## src/rtl/parking_keypad_entry_pkg.sv

```systemverilog
// Shared types and 7-segment constants for the parking gate keypad front end.
// Segment patterns are active-low, bit order {g,f,e,d,c,b,a}.
package parking_pkg;

   typedef enum logic [1:0] {
      IDLE = 2'd0,
      ONE  = 2'd1,
      TWO  = 2'd2,
      SEND = 2'd3
   } state_t;

   typedef logic [1:0] digit_t;

   localparam logic [6:0] SEG_0     = 7'b1000000;
   localparam logic [6:0] SEG_1     = 7'b1111001;
   localparam logic [6:0] SEG_2     = 7'b0100100;
   localparam logic [6:0] SEG_3     = 7'b0110000;
   localparam logic [6:0] SEG_BLANK = 7'b1111111;
   localparam logic [6:0] SEG_DASH  = 7'b0111111;

endpackage

```

## src/rtl/parking_keypad_entry_if.sv

```systemverilog
// Keypad-in / password-out bundle; master is the entry block, slave is the keypad plus gate side.
interface parking_keypad_entry_if;
   import parking_pkg::*;

   logic       key_strobe;
   digit_t     key_code;
   logic       key_enter;
   logic       key_clear;
   logic       pw_ack;
   logic       pw_valid;
   digit_t     password_1;
   digit_t     password_2;
   logic [1:0] digit_count;
   logic       timeout_flag;
   logic [6:0] HEX_1;
   logic [6:0] HEX_2;

   modport master (
      input  key_strobe, key_code, key_enter, key_clear, pw_ack,
      output pw_valid, password_1, password_2, digit_count, timeout_flag, HEX_1, HEX_2
   );

   modport slave (
      output key_strobe, key_code, key_enter, key_clear, pw_ack,
      input  pw_valid, password_1, password_2, digit_count, timeout_flag, HEX_1, HEX_2
   );

endinterface

```

## src/rtl/parking_keypad_entry_seg7_digit_decoder.sv

```systemverilog
// Combinational 2-bit digit to active-low 7-segment pattern; blank when absent, dash when masked.
module seg7_digit_decoder
   import parking_pkg::*;
(
   input  digit_t     digit,
   input  logic       present,
   input  logic       mask,
   output logic [6:0] seg
);

   always_comb begin
      seg = SEG_BLANK;
      if (present) begin
         if (mask) begin
            seg = SEG_DASH;
         end else begin
            case (digit)
               2'd0:    seg = SEG_0;
               2'd1:    seg = SEG_1;
               2'd2:    seg = SEG_2;
               default: seg = SEG_3;
            endcase
         end
      end
   end

endmodule

```

## src/rtl/parking_keypad_entry.sv

```systemverilog
// Two-digit keypad entry with valid/ack password hand-off; all outputs registered, one-edge latency; pw_valid held until pw_ack.
// Define KEYPAD_MASK_EN to show captured digits as dashes on the displays.
module parking_keypad_entry
   import parking_pkg::*;
#(
   parameter  int TIMEOUT_CYCLES = 1000,
   localparam int CNT_W          = $clog2(TIMEOUT_CYCLES)
) (
   input  logic                   clk,
   input  logic                   reset,
   parking_keypad_entry_if.master kp
);

`ifdef KEYPAD_MASK_EN
   localparam logic MASK_ON = 1'b1;
`else
   localparam logic MASK_ON = 1'b0;
`endif

   state_t           state, state_nxt;
   digit_t           d1, d1_nxt, d2, d2_nxt;
   logic [CNT_W-1:0] cnt, cnt_nxt;
   logic             tflag_nxt;
   logic             key_pulse;
   logic             tmo;
   logic [1:0]       dc_nxt;
   logic [6:0]       hex1_nxt, hex2_nxt;

   assign key_pulse = kp.key_strobe | kp.key_enter | kp.key_clear;

   // Any key pulse in the limit cycle keeps the entry alive.
   assign tmo = (state == ONE || state == TWO) && !key_pulse &&
                (cnt == CNT_W'(TIMEOUT_CYCLES - 1));

   always_comb begin
      state_nxt = state;
      d1_nxt    = d1;
      d2_nxt    = d2;
      tflag_nxt = 1'b0;
      case (state)
         IDLE: begin
            if (kp.key_clear) begin
               d1_nxt = '0;
               d2_nxt = '0;
            end else if (kp.key_strobe) begin
               d1_nxt    = kp.key_code;
               state_nxt = ONE;
            end
         end
         ONE: begin
            if (kp.key_clear) begin
               state_nxt = IDLE;
               d1_nxt    = '0;
               d2_nxt    = '0;
            end else if (kp.key_strobe && !kp.key_enter) begin
               d2_nxt    = kp.key_code;
               state_nxt = TWO;
            end else if (tmo) begin
               state_nxt = IDLE;
               d1_nxt    = '0;
               d2_nxt    = '0;
               tflag_nxt = 1'b1;
            end
         end
         TWO: begin
            if (kp.key_clear) begin
               state_nxt = IDLE;
               d1_nxt    = '0;
               d2_nxt    = '0;
            end else if (kp.key_enter) begin
               state_nxt = SEND;
            end else if (tmo) begin
               state_nxt = IDLE;
               d1_nxt    = '0;
               d2_nxt    = '0;
               tflag_nxt = 1'b1;
            end
         end
         default: begin
            if (kp.pw_ack) begin
               state_nxt = IDLE;
               d1_nxt    = '0;
               d2_nxt    = '0;
            end
         end
      endcase

      cnt_nxt = cnt;
      if (key_pulse || state_nxt != state) begin
         cnt_nxt = '0;
      end else if (state == ONE || state == TWO) begin
         cnt_nxt = cnt + CNT_W'(1);
      end

      case (state_nxt)
         IDLE:    dc_nxt = 2'd0;
         ONE:     dc_nxt = 2'd1;
         default: dc_nxt = 2'd2;
      endcase
   end

   seg7_digit_decoder u_dec_1 (
      .digit   (d1_nxt),
      .present (state_nxt != IDLE),
      .mask    (MASK_ON),
      .seg     (hex1_nxt)
   );

   seg7_digit_decoder u_dec_2 (
      .digit   (d2_nxt),
      .present (state_nxt == TWO || state_nxt == SEND),
      .mask    (MASK_ON),
      .seg     (hex2_nxt)
   );

   always_ff @(posedge clk or posedge reset) begin
      if (reset) begin
         state           <= IDLE;
         d1              <= '0;
         d2              <= '0;
         cnt             <= '0;
         kp.pw_valid     <= 1'b0;
         kp.password_1   <= '0;
         kp.password_2   <= '0;
         kp.digit_count  <= 2'd0;
         kp.timeout_flag <= 1'b0;
         kp.HEX_1        <= SEG_BLANK;
         kp.HEX_2        <= SEG_BLANK;
      end else begin
         state           <= state_nxt;
         d1              <= d1_nxt;
         d2              <= d2_nxt;
         cnt             <= cnt_nxt;
         kp.pw_valid     <= (state_nxt == SEND);
         kp.password_1   <= (state_nxt == SEND) ? d1_nxt : '0;
         kp.password_2   <= (state_nxt == SEND) ? d2_nxt : '0;
         kp.digit_count  <= dc_nxt;
         kp.timeout_flag <= tflag_nxt;
         kp.HEX_1        <= hex1_nxt;
         kp.HEX_2        <= hex2_nxt;
      end
   end

endmodule

```

## src/flat_wrapper.sv

```systemverilog
// flat-port wrapper written by rule: the top's interface ports become plain ports
module parking_keypad_entry_flat import parking_pkg::*;
#(
   parameter  int TIMEOUT_CYCLES = 1000,
   localparam int CNT_W          = $clog2(TIMEOUT_CYCLES)
)
  (clk, reset, kp_key_strobe, kp_key_code, kp_key_enter, kp_key_clear, kp_pw_ack, kp_pw_valid, kp_password_1, kp_password_2, kp_digit_count, kp_timeout_flag, kp_HEX_1, kp_HEX_2);
  parking_keypad_entry_if kp_i ();
  input  logic clk;
  input  logic reset;
  input wire logic [$bits(kp_i.key_strobe)-1:0] kp_key_strobe;
  input wire logic [$bits(kp_i.key_code)-1:0] kp_key_code;
  input wire logic [$bits(kp_i.key_enter)-1:0] kp_key_enter;
  input wire logic [$bits(kp_i.key_clear)-1:0] kp_key_clear;
  input wire logic [$bits(kp_i.pw_ack)-1:0] kp_pw_ack;
  output wire logic [$bits(kp_i.pw_valid)-1:0] kp_pw_valid;
  output wire logic [$bits(kp_i.password_1)-1:0] kp_password_1;
  output wire logic [$bits(kp_i.password_2)-1:0] kp_password_2;
  output wire logic [$bits(kp_i.digit_count)-1:0] kp_digit_count;
  output wire logic [$bits(kp_i.timeout_flag)-1:0] kp_timeout_flag;
  output wire logic [$bits(kp_i.HEX_1)-1:0] kp_HEX_1;
  output wire logic [$bits(kp_i.HEX_2)-1:0] kp_HEX_2;
  assign kp_i.key_strobe = kp_key_strobe;
  assign kp_i.key_code = kp_key_code;
  assign kp_i.key_enter = kp_key_enter;
  assign kp_i.key_clear = kp_key_clear;
  assign kp_i.pw_ack = kp_pw_ack;
  assign kp_pw_valid = kp_i.pw_valid;
  assign kp_password_1 = kp_i.password_1;
  assign kp_password_2 = kp_i.password_2;
  assign kp_digit_count = kp_i.digit_count;
  assign kp_timeout_flag = kp_i.timeout_flag;
  assign kp_HEX_1 = kp_i.HEX_1;
  assign kp_HEX_2 = kp_i.HEX_2;
  parking_keypad_entry #(.TIMEOUT_CYCLES(TIMEOUT_CYCLES)) u_core (.clk(clk), .reset(reset), .kp(kp_i));
endmodule
```

## config.mk

```make
export PLATFORM = sky130hd
export DESIGN_NAME = parking_keypad_entry_flat
export DESIGN_NICKNAME = d
export VERILOG_FILES = /design/src/rtl/parking_keypad_entry_pkg.sv /design/src/rtl/parking_keypad_entry_if.sv /design/src/rtl/parking_keypad_entry_seg7_digit_decoder.sv /design/src/rtl/parking_keypad_entry.sv /design/src/flat_wrapper.sv
export SDC_FILE = /design/constraint.sdc
export NUM_CORES = 1
export LEC_CHECK = 0
export BUFFER_PORTS_ARGS = -buffer_cell sky130_fd_sc_hd__buf_2
export CORE_ASPECT_RATIO = 0.5
export CORE_MARGIN = 2
export CORE_UTILIZATION = 55
export DETAILED_ROUTE_END_ITERATION = 12
export MAX_ROUTING_LAYER = met4
export PLACE_DENSITY = 0.78
export SLEW_MARGIN = 10
export SYNTH_ARGS = -nofsm -noshare
export SYNTH_HDL_FRONTEND = slang
export SYNTH_HIERARCHICAL = 1
export SYNTH_SLANG_ARGS = --single-unit
```

## constraint.sdc

```tcl
create_clock -name clk -period 2.8 [get_ports clk]
set_clock_uncertainty 0.1 [all_clocks]
set_input_delay 0.84 -clock clk [delete_from_list [all_inputs] [get_ports clk]]
set_output_delay 0.84 -clock clk [all_outputs]
set_load 0.02 [all_outputs]
```

# After elaboration in Yosys (flattened, before gate mapping)
# Index checks and enable logic that the tools add are counted.
[totals]
ff_bits = 38
in_bits = 8
output_inout_bits = 22
elab_cells = 80
[op_classes]
addsub = 1
eq_ne = 11
mux = 41
bitwise_logic = 2
n_reduce_logical = 14
[op_table]
columns = ["op", "n"]
rows = [
  ["two-way mux 2 bit", 25],
  ["case mux 7 bit (3 select lines)", 2],
  ["two-way mux 10 bit", 2],
  ["case mux 2 bit (3 select lines)", 3],
  ["two-way mux 7 bit", 2],
  ["adder 10 x 1 -> 10 bit, second input constant", 1],
  ["== test 10 bit, second input constant", 1],
  ["== test 2 bit, second input constant", 5],
  ["== test 2 x 1 -> 1 bit, second input constant", 4],
  ["logical NOT 2 bit", 4],
  ["two-way mux 1 bit", 5],
  ["case mux 2 bit (2 select lines)", 1],
  ["nonzero test 2 bit", 2],
  ["logical AND 1 bit", 3],
  ["logical OR 1 bit", 3],
  ["logical NOT 1 bit", 2],
  ["inequality test 2 bit", 1],
  ["bitwise OR 1 bit", 2],
  ["case mux 1 bit (2 select lines)", 1],
]

# Longest topological paths before layout
# Gate-level depths: netlist of the first run.
[depth]
word_depth = 12
depth_mapped = 12
depth_no_buf = 10

# Modules after synthesis
# The synthesis of the first run kept the hierarchy.
[by_module_without_submodules]
columns = ["mod", "n_inst", "cells_each", "area_each_um2", "seq_area_each_um2"]
rows = [
  ["parking_keypad_entry", 1, 149, 1716.6, 968.4],
  ["seg7_digit_decoder", 2, 9, 61.3, 0.0],
]

# Worst setup path after synthesis of the first run
# Ideal clock, no wire load.
[synth_path]
kind = "input-to-reg"
from = "input port kp_key_clear"
to = "register u_core.kp.HEX_1[5]"
setup_ns = 0.088
arrival_time_ns = 2.607
t_required_ns = 2.612
path_slack_ns = 0.005
stages = 6
n_path_buf = 0
path_cell_list = "or4b_4 o41ai_4 nor2_1 a221oi_1 nor2_1 or3_1"
[synth_via]
elab_chain_cells = 11
elab_cells_between_ends = 24
cone_classes = "2 x eq/ne; 16 x mux; 1 x bitwise; 5 x reduce/logical"
[synth_lines]
columns = ["item", "line_no", "source"]
rows = [
  ["start, declared", "flat_wrapper.sv:14", "input wire logic [$bits(kp_i.key_clear)-1:0] kp_key_clear;"],
  ["bitwise OR 1 bit", "parking_keypad_entry.sv:29", "assign key_pulse = kp.key_strobe | kp.key_enter | kp.key_clear;"],
  ["logical NOT 1 bit", "parking_keypad_entry.sv:32", "assign tmo = (state == ONE || state == TWO) && !key_pulse &&"],
  ["logical AND 1 bit (2 in a row)", "parking_keypad_entry.sv:32", ""],
  ["two-way mux 2 bit", "parking_keypad_entry.sv:58, parking_keypad_entry.sv:72", ""],
  ["two-way mux 2 bit (on tied branches)", "parking_keypad_entry.sv:70, parking_keypad_entry.sv:55", ""],
  ["two-way mux 2 bit (on tied branches)", "parking_keypad_entry.sv:66, parking_keypad_entry.sv:51", ""],
  ["case mux 2 bit (3 select lines) *", "parking_keypad_entry.sv:40", "case (state)"],
  ["via u_core.d1_nxt[0]", "parking_keypad_entry.sv:21", "digit_t d1, d1_nxt, d2, d2_nxt;"],
  ["== test 2 bit, or another cell as far along", "parking_keypad_entry_seg7_digit_decoder.sv:17", "case (digit)"],
  ["case mux 7 bit (3 select lines) *", "parking_keypad_entry_seg7_digit_decoder.sv:17", ""],
  ["two-way mux 7 bit *", "parking_keypad_entry_seg7_digit_decoder.sv:13", "if (present) begin"],
  ["via u_core.hex1_nxt[5]", "parking_keypad_entry.sv:27", "logic [6:0] hex1_nxt, hex2_nxt;"],
  ["end signal, assigned", "parking_keypad_entry.sv:139", "kp.HEX_1 <= hex1_nxt;"],
  ["end, declared", "parking_keypad_entry_if.sv:20", "output pw_valid, password_1, password_2, digit_count, timeout_flag, HEX_1, HEX_2"],
]
# Mark *: on every way through the listed nets, which the timed path passes. The rest lies on a longest branch.
# A chain may end at the register's enable or synchronous reset.

# Worst setup path in the final report of the first run
[layout_path]
from = "input port kp_key_clear"
to = "register u_core.kp.HEX_2[5]"
[layout_via]
elab_chain_cells = 11
elab_cells_between_ends = 26
cone_classes = "4 x eq/ne; 16 x mux; 1 x bitwise; 5 x reduce/logical"
[layout_lines]
columns = ["item", "line_no", "source"]
rows = [
  ["bitwise OR 1 bit", "parking_keypad_entry.sv:29", ""],
  ["logical NOT 1 bit", "parking_keypad_entry.sv:32", ""],
  ["logical AND 1 bit (2 in a row)", "parking_keypad_entry.sv:32", ""],
  ["two-way mux 2 bit", "parking_keypad_entry.sv:58, parking_keypad_entry.sv:72", ""],
  ["two-way mux 2 bit (on tied branches)", "parking_keypad_entry.sv:70, parking_keypad_entry.sv:55", ""],
  ["two-way mux 2 bit (on tied branches)", "parking_keypad_entry.sv:66, parking_keypad_entry.sv:51", ""],
  ["case mux 2 bit (3 select lines) *", "parking_keypad_entry.sv:40", ""],
  ["via u_core.d2_nxt[1]", "parking_keypad_entry.sv:21", ""],
  ["== test 2 bit, or another cell as far along", "parking_keypad_entry_seg7_digit_decoder.sv:17", ""],
  ["case mux 7 bit (3 select lines) *", "parking_keypad_entry_seg7_digit_decoder.sv:17", ""],
  ["two-way mux 7 bit *", "parking_keypad_entry_seg7_digit_decoder.sv:13", ""],
  ["via u_core.hex2_nxt[5]", "parking_keypad_entry.sv:27", ""],
  ["end signal, assigned", "parking_keypad_entry.sv:140", "kp.HEX_2 <= hex2_nxt;"],
  ["end, declared", "parking_keypad_entry_if.sv:20", ""],
]
# Marks and branches as above.

==> impl_metrics.yaml, run 1 <==
run_status:
  status: "finished, final reports clean"
floorplan:
  core_sq_um: 3100
  die_width_um: 85.8
  initial_core_util_pct: 59.3
  fp.dieH_um: 44.9
  boundaryPins: 30
  die_area_sq_um: 3850
  rows: 14
sta:
  maxSlewHeadroom_pct: 64.7
  max_freq_ghz: 0.365
  fin_crit_sh_pct: 97.9
  min_period_ns: 2.74
  tightestPinTransition_ns: 0.528
  setup_violations: 0
  worst_slack_ns: 0.0579
  rsz0062_at_grt: "true"
  finalHoldViolations: 0
  tns_ns: 0
  maxSlewViolCount: 0
critical_path:
  timing.rr.start: "u_core/state[0]"
  critPathMaxFanout: 5
  start_kind: "primary input"
  worstSetupPathType: "in2reg"
  worstReg2RegEnd: "u_core/kp.HEX_1[5]"
  critPathRequiredTime_ns: 2.92
  crit_start: "kp_key_clear"
  reg2reg_slack_ns: 0.22
  cp-end-kind: "flip-flop"
  crit_arrival_ns: 2.86
  r2r_cells: 10
detailed_routing:
  viasPerCell: 5.51
  drtAntennaViolNets: 0
  drtIter0Drc: 154
  vias: 1432
  post-route-drc-count: 0
  finalWirelength_mm: 3.86
  first_pass_iters: 5
  wl_per_cell_um: 14.9
placed_design:
  place_inst: 252
  dpl.hpwl_mm: 2.83
  io_buffer_count: 29
  place_ws_ns: -0.242
  gp_congestion: 0.830
clocking:
  postCtsResizedCells: 0
  path_clk_slew_ns: 0.07
  cts.sinks: 38
  cts_buffers: 5
  clk_latency_ns: 0.30
  cts_tree: "yes"
  postCtsHoldBufs: 0
  cts_max_level: 2
  clock-root-buffer: "clkbuf_8"
  cts_buffer_depth: 2
  cts_setup_buffers: 0
grt:
  first_global_vias: 1440
  grt_usage_pct: 24.0
  grt_pass1_wl_mm: 6.58
  met2_usage_pct: 36.7
  busiest_layer: "met2"
  use_met3_pct: 6.40
  antenna_found_initial: 0
  grt_remaining_overflow: 0
  met1_usage_pct: 30.3
  grt_max_degree: 39
synth:
  ys_seq_elements: 38
  synthesis.area_sq_um: 1840
  synthArstFlopShare_pct: 100
  synth_area_leaders: "dfrtp_1 33%, dfstp_2 20%, nor2_1 4.1%"
  ys_seq_area_share_pct: 52.7
  synthCells: 167
  ys_types: 45
  yosysWarnings: 6
  synth.avg_cell_area_sq_um: 11.0
  yosysMostFrequentCell: "dfrtp_1"
  synth_edf_count: 0
  synth_top_area_share_pct: 32.7
  yosys.area.top_type: "dfrtp_1"
  ys.flop_type: "dfrtp_1"
  synthTopCellsByCount: "24 x dfrtp_1, 20 x nor2_1, 14 x dfstp_2"
hold_path:
  hp-class: "reg2reg"
  holdPathStages: 2
  hp-start: "u_core/cnt[1]"
  min_to: "u_core/cnt[1]"
final_layout:
  fin_util_pct: 73.2
  fin_nets: 232
  drive_gt1_share_pct: 37.7
  area_growth_pct: 23.5
  seq_area_sq_um: 968
  multiInputGateArea_sq_um: 821
  finalNonFillerCells: 260
  antenna_cells: 0
  fillers: 227
power_and_ir_drop:
  p_per_area_nw_per_um2: 878
  p_total_w: 0.00199
  p_leak_nw: 1.05
  peakVddDrop_mv: 0.548
run:
  cap_violations: 0
registers in the layout (all words and copies together) (netlist names):
signal,flops
u_core/d1,2
u_core/state,2
u_core/cnt,10
u_core/kp.HEX_2,7
u_core/kp.pw_valid,1
u_core/kp.password_1,2
u_core/kp.digit_count,2
u_core/kp.password_2,2
u_core/kp.timeout_flag,1
u_core/kp.HEX_1,7
u_core/d2,2
cell type report:
cell class                 count  share of cell area [%]
sequential                    38                    42.6
clock buffer                   5                    3.03
multi-input combinational    116                    36.1
clock inverter                 3                    1.98
inverter                      12                    1.98
tap                           40                    2.20
timing repair buffer          46                    12.0
per-layer routing:
metal,share of wire (%),wire [um],vias up
met5,0,0,-
met4,1.9,73,0
met3,7.2,278,11
met2,47,1810,60
met1,44,1700,679
li1,-,-,682
worst max-delay path by stage:
stage	endpoint	depth (start not counted)	slack (ns)
after floorplan	u_core/kp.HEX_1[5]	6	0.005
after global placement	u_core/kp.HEX_2[5]	7	-0.15
after detailed placement	u_core/kp.HEX_2[5]	7	-0.24
after CTS	u_core/kp.HEX_2[5]	7	0.09
after global routing	u_core/kp.HEX_2[5]	7	-0.001
final	u_core/kp.HEX_2[5]	7	0.06
critical path, stage by stage:
cell	delay, ns
buf_2	0.11
or4b_4	0.56
o41ai_4	0.45
buf_4	0.19
o211ai_1	0.11
a21o_1	0.22
or3_1	0.37
through the flow:
step	hold slack [ns]	area, sq um
floorplan	0.402	1850
global placement	0.420	2150
finish	0.460	2270
CTS	0.465	2260
detailed placement	0.444	2150
global route	0.495	2270
power by group:
group          internal, W  switching [W]
clock network     0.000265       0.000200
logic             0.000319       0.000471
registers         0.000704      0.0000350
cells in the final DEF (no fill, tap or decap), types with 5 or more instances in the layout:
master    instances
buf_2            29
dfrtp_1          24
nor2_1           20
buf_4            17
dfstp_2          14
inv_1            10
nand2b_1          6
o21ai_0           6
nand2_1           6
clkbuf_8          5
xnor2_1           5
ha_1              5
cells by family (layout without fill, tap and decap cells):
logic type,count (synthesis),in the layout,share of synthesized area (%)
fa+ha+maj,5,5,3.40
buf+inv,16,66,3.67
flops,38,38,52.7
simple gates,63,63,19.7
mux,3,3,1.63
compound gates,32,32,14.5
xor+xnor,9,9,4.29
other cells,1,4,0.204
Note: power is estimated with default switching activity, not from simulation.
==> run 2, diff against run 1 <==
Settings changed: ABC_AREA set to 0, PLACE_DENSITY 0.78 to 0.79.
==> run 2 against run 1 <==
  * Utilization shrank 1.5 points
  * Setup slack gained 0.060 ns
  * Clock power fell by 24%
  * Power down 6.5%
  * Global-route usage down 0.90 points
  * Sequential cell count is the same
  * Register-to-register slack barely moved
  * Clock-buffer cell count is 1 higher
  * Non-clock buffer count is 2 lower
  * Sequential share of layout area increased by 0.89 points
  * Cell count fell by 0.77%
  * Largest cell class unchanged
==> impl_metrics.yaml, run 2 (synthesis results as in run 1) <==
final_layout:
  fin_nets: 230
  layout_commonest_cell: "buf_2"
  drive_gt1_share_pct: 36.7
  largest_register: "u_core/cnt"
  area_growth_pct: 21.0
  final_area_sq_um: 2220
  layout_common_cells: "29 x buf_2, 24 x dfrtp_1, 20 x nor2_1"
  finalNonFillerCells: 258
  antenna_cells: 0
  largest_reg_flops: 10
  reg.largest.list: "u_core/cnt: 10 flops, u_core/kp.HEX_1: 7 flops, u_core/kp.HEX_2: 7 flops"
  fin_util_pct: 71.8
sta:
  min_period_ns: 2.68
  maxSlewViolCount: 0
  finalHoldViolations: 0
  tns_ns: 0
  setup_violations: 0
  max_freq_ghz: 0.373
  rsz0062_at_grt: "false"
  fin_crit_sh_pct: 95.8
  worst_slack_ns: 0.118
clocking:
  cts.sinks: 38
  cts_setup_buffers: 0
  cts_buffers: 5
  cts_buffer_depth: 2
  path_clk_slew_ns: 0.07
  clk_latency_ns: 0.28
  cts_tree: "yes"
  cts_max_level: 2
  clock-root-buffer: "clkbuf_8"
placed_design:
  place_inst: 250
  dpl.hpwl_mm: 2.78
  io_buffer_count: 29
  gp_congestion: 0.943
  place_ws_ns: -0.281
  dpl_cell_area_sq_um: 2140
power_and_ir_drop:
  p_per_area_nw_per_um2: 838
  p_leak_nw: 1.04
  peakVddDrop_mv: 0.551
grt:
  grt_remaining_overflow: 0
  antenna_found_initial: 0
  grt_max_degree: 39
  grt_usage_pct: 23.1
  first_global_vias: 1336
  grt_pass1_wl_mm: 6.47
detailed_routing:
  finalWirelength_mm: 3.71
  first_pass_iters: 4
  vias: 1382
  wl_per_cell_um: 14.4
  viasPerCell: 5.36
  post-route-drc-count: 0
  drtAntennaViolNets: 0
  drtIter0Drc: 156
run:
  cap_violations: 0
floorplan:
  die_area_sq_um: 3850
  die_width_um: 85.8
  rows: 14
  core_sq_um: 3100
  fp.dieH_um: 44.9
  initial_core_util_pct: 59.3
  boundaryPins: 30
critical_path:
  cp-end-kind: "flip-flop"
  critPathRequiredTime_ns: 2.91
  r2r_cells: 10
  reg2reg_slack_ns: 0.23
  worstReg2RegEnd: "u_core/kp.HEX_1[5]"
  start_kind: "primary input"
  crit_arrival_ns: 2.79
  critPathMaxFanout: 5
  timing.rr.start: "u_core/state[0]"
  worstSetupPathType: "in2reg"
hold_path:
  hp-start: "u_core/cnt[9]"
  holdPathStages: 2
  hp-class: "reg2reg"
  min_to: "u_core/cnt[9]"
run_status:
  status: "finished, final reports clean"
run 2: cell types whose count changed in the layout (fill, tap and decap cells not counted), sizes merged:
cell,delta
buf,-2
clkbuf,+1
clkinv,+2
clkinvlp,-2
bufinv,-1
run 2: cell type report:
class                   instances  area (sq um)
flip-flops and latches         38           968
fillers                       226           876
multi-input cells             116           821
repair buffers                 44           258
clock buffers                   6          72.6
well taps                      40          50.0
inverters                      12          45.0
clock inverters                 2          10.0
run 2: how the worst max path moves through the flow:
stage	start	to	slack, ns
floorplan	kp_key_clear	u_core/kp.HEX_1[5]	0.005
global placement	kp_key_clear	u_core/kp.HEX_1[5]	-0.20
detailed placement	kp_key_clear	u_core/kp.HEX_1[5]	-0.28
CTS	kp_key_clear	u_core/kp.HEX_1[5]	0.03
global route	kp_key_clear	u_core/kp.HEX_1[5]	0.04
finish	kp_key_clear	u_core/kp.HEX_1[5]	0.12
run 2: report_power, final:
group          switching [W]  internal, W  leakage [nW]
clock network       0.000183     0.000172        0.0450
logic               0.000460     0.000309         0.521
registers          0.0000355     0.000704         0.478
total               0.000678      0.00119          1.04
run 2: what timing repair did:
| action | 4_1_cts | 5_1_grt |
|---|---|---|
| resized for setup | 0 | 1 |
| endpoints found under the hold margin | 0 | 0 |
| hold buffers | 0 | 0 |
| setup endpoints to repair | 0 | 1 |
run 2: worst max-delay path: stages:
cell	delay [ns]
buf_2	0.10
or4b_4	0.57
o41ai_4	0.45
nor2_1	0.10
a221oi_2	0.22
nor2_1	0.14
or3_1	0.36
run 2: routing by layer:
layer | track usage, % | part of all wire, % | up-vias
met2 | 36.1 | 46 | 42
met1 | 30.5 | 47 | 660
li1 | - | - | 673
met4 | 6.98 | 1.1 | 0
met3 | 5.85 | 5.8 | 7
met5 | - | 0 | -
run 2: metrics by stage:
stage / hold slack, ns / total power (W)
6_report: 0.453 / 0.00186
5_1_grt: 0.489 / 0.00199
4_1_cts: 0.460 / 0.00187
3_5_place_dp: 0.436 / 0.00151
3_3_place_gp: 0.426 / 0.00149
2_1_floorplan: 0.402 / 0.00126
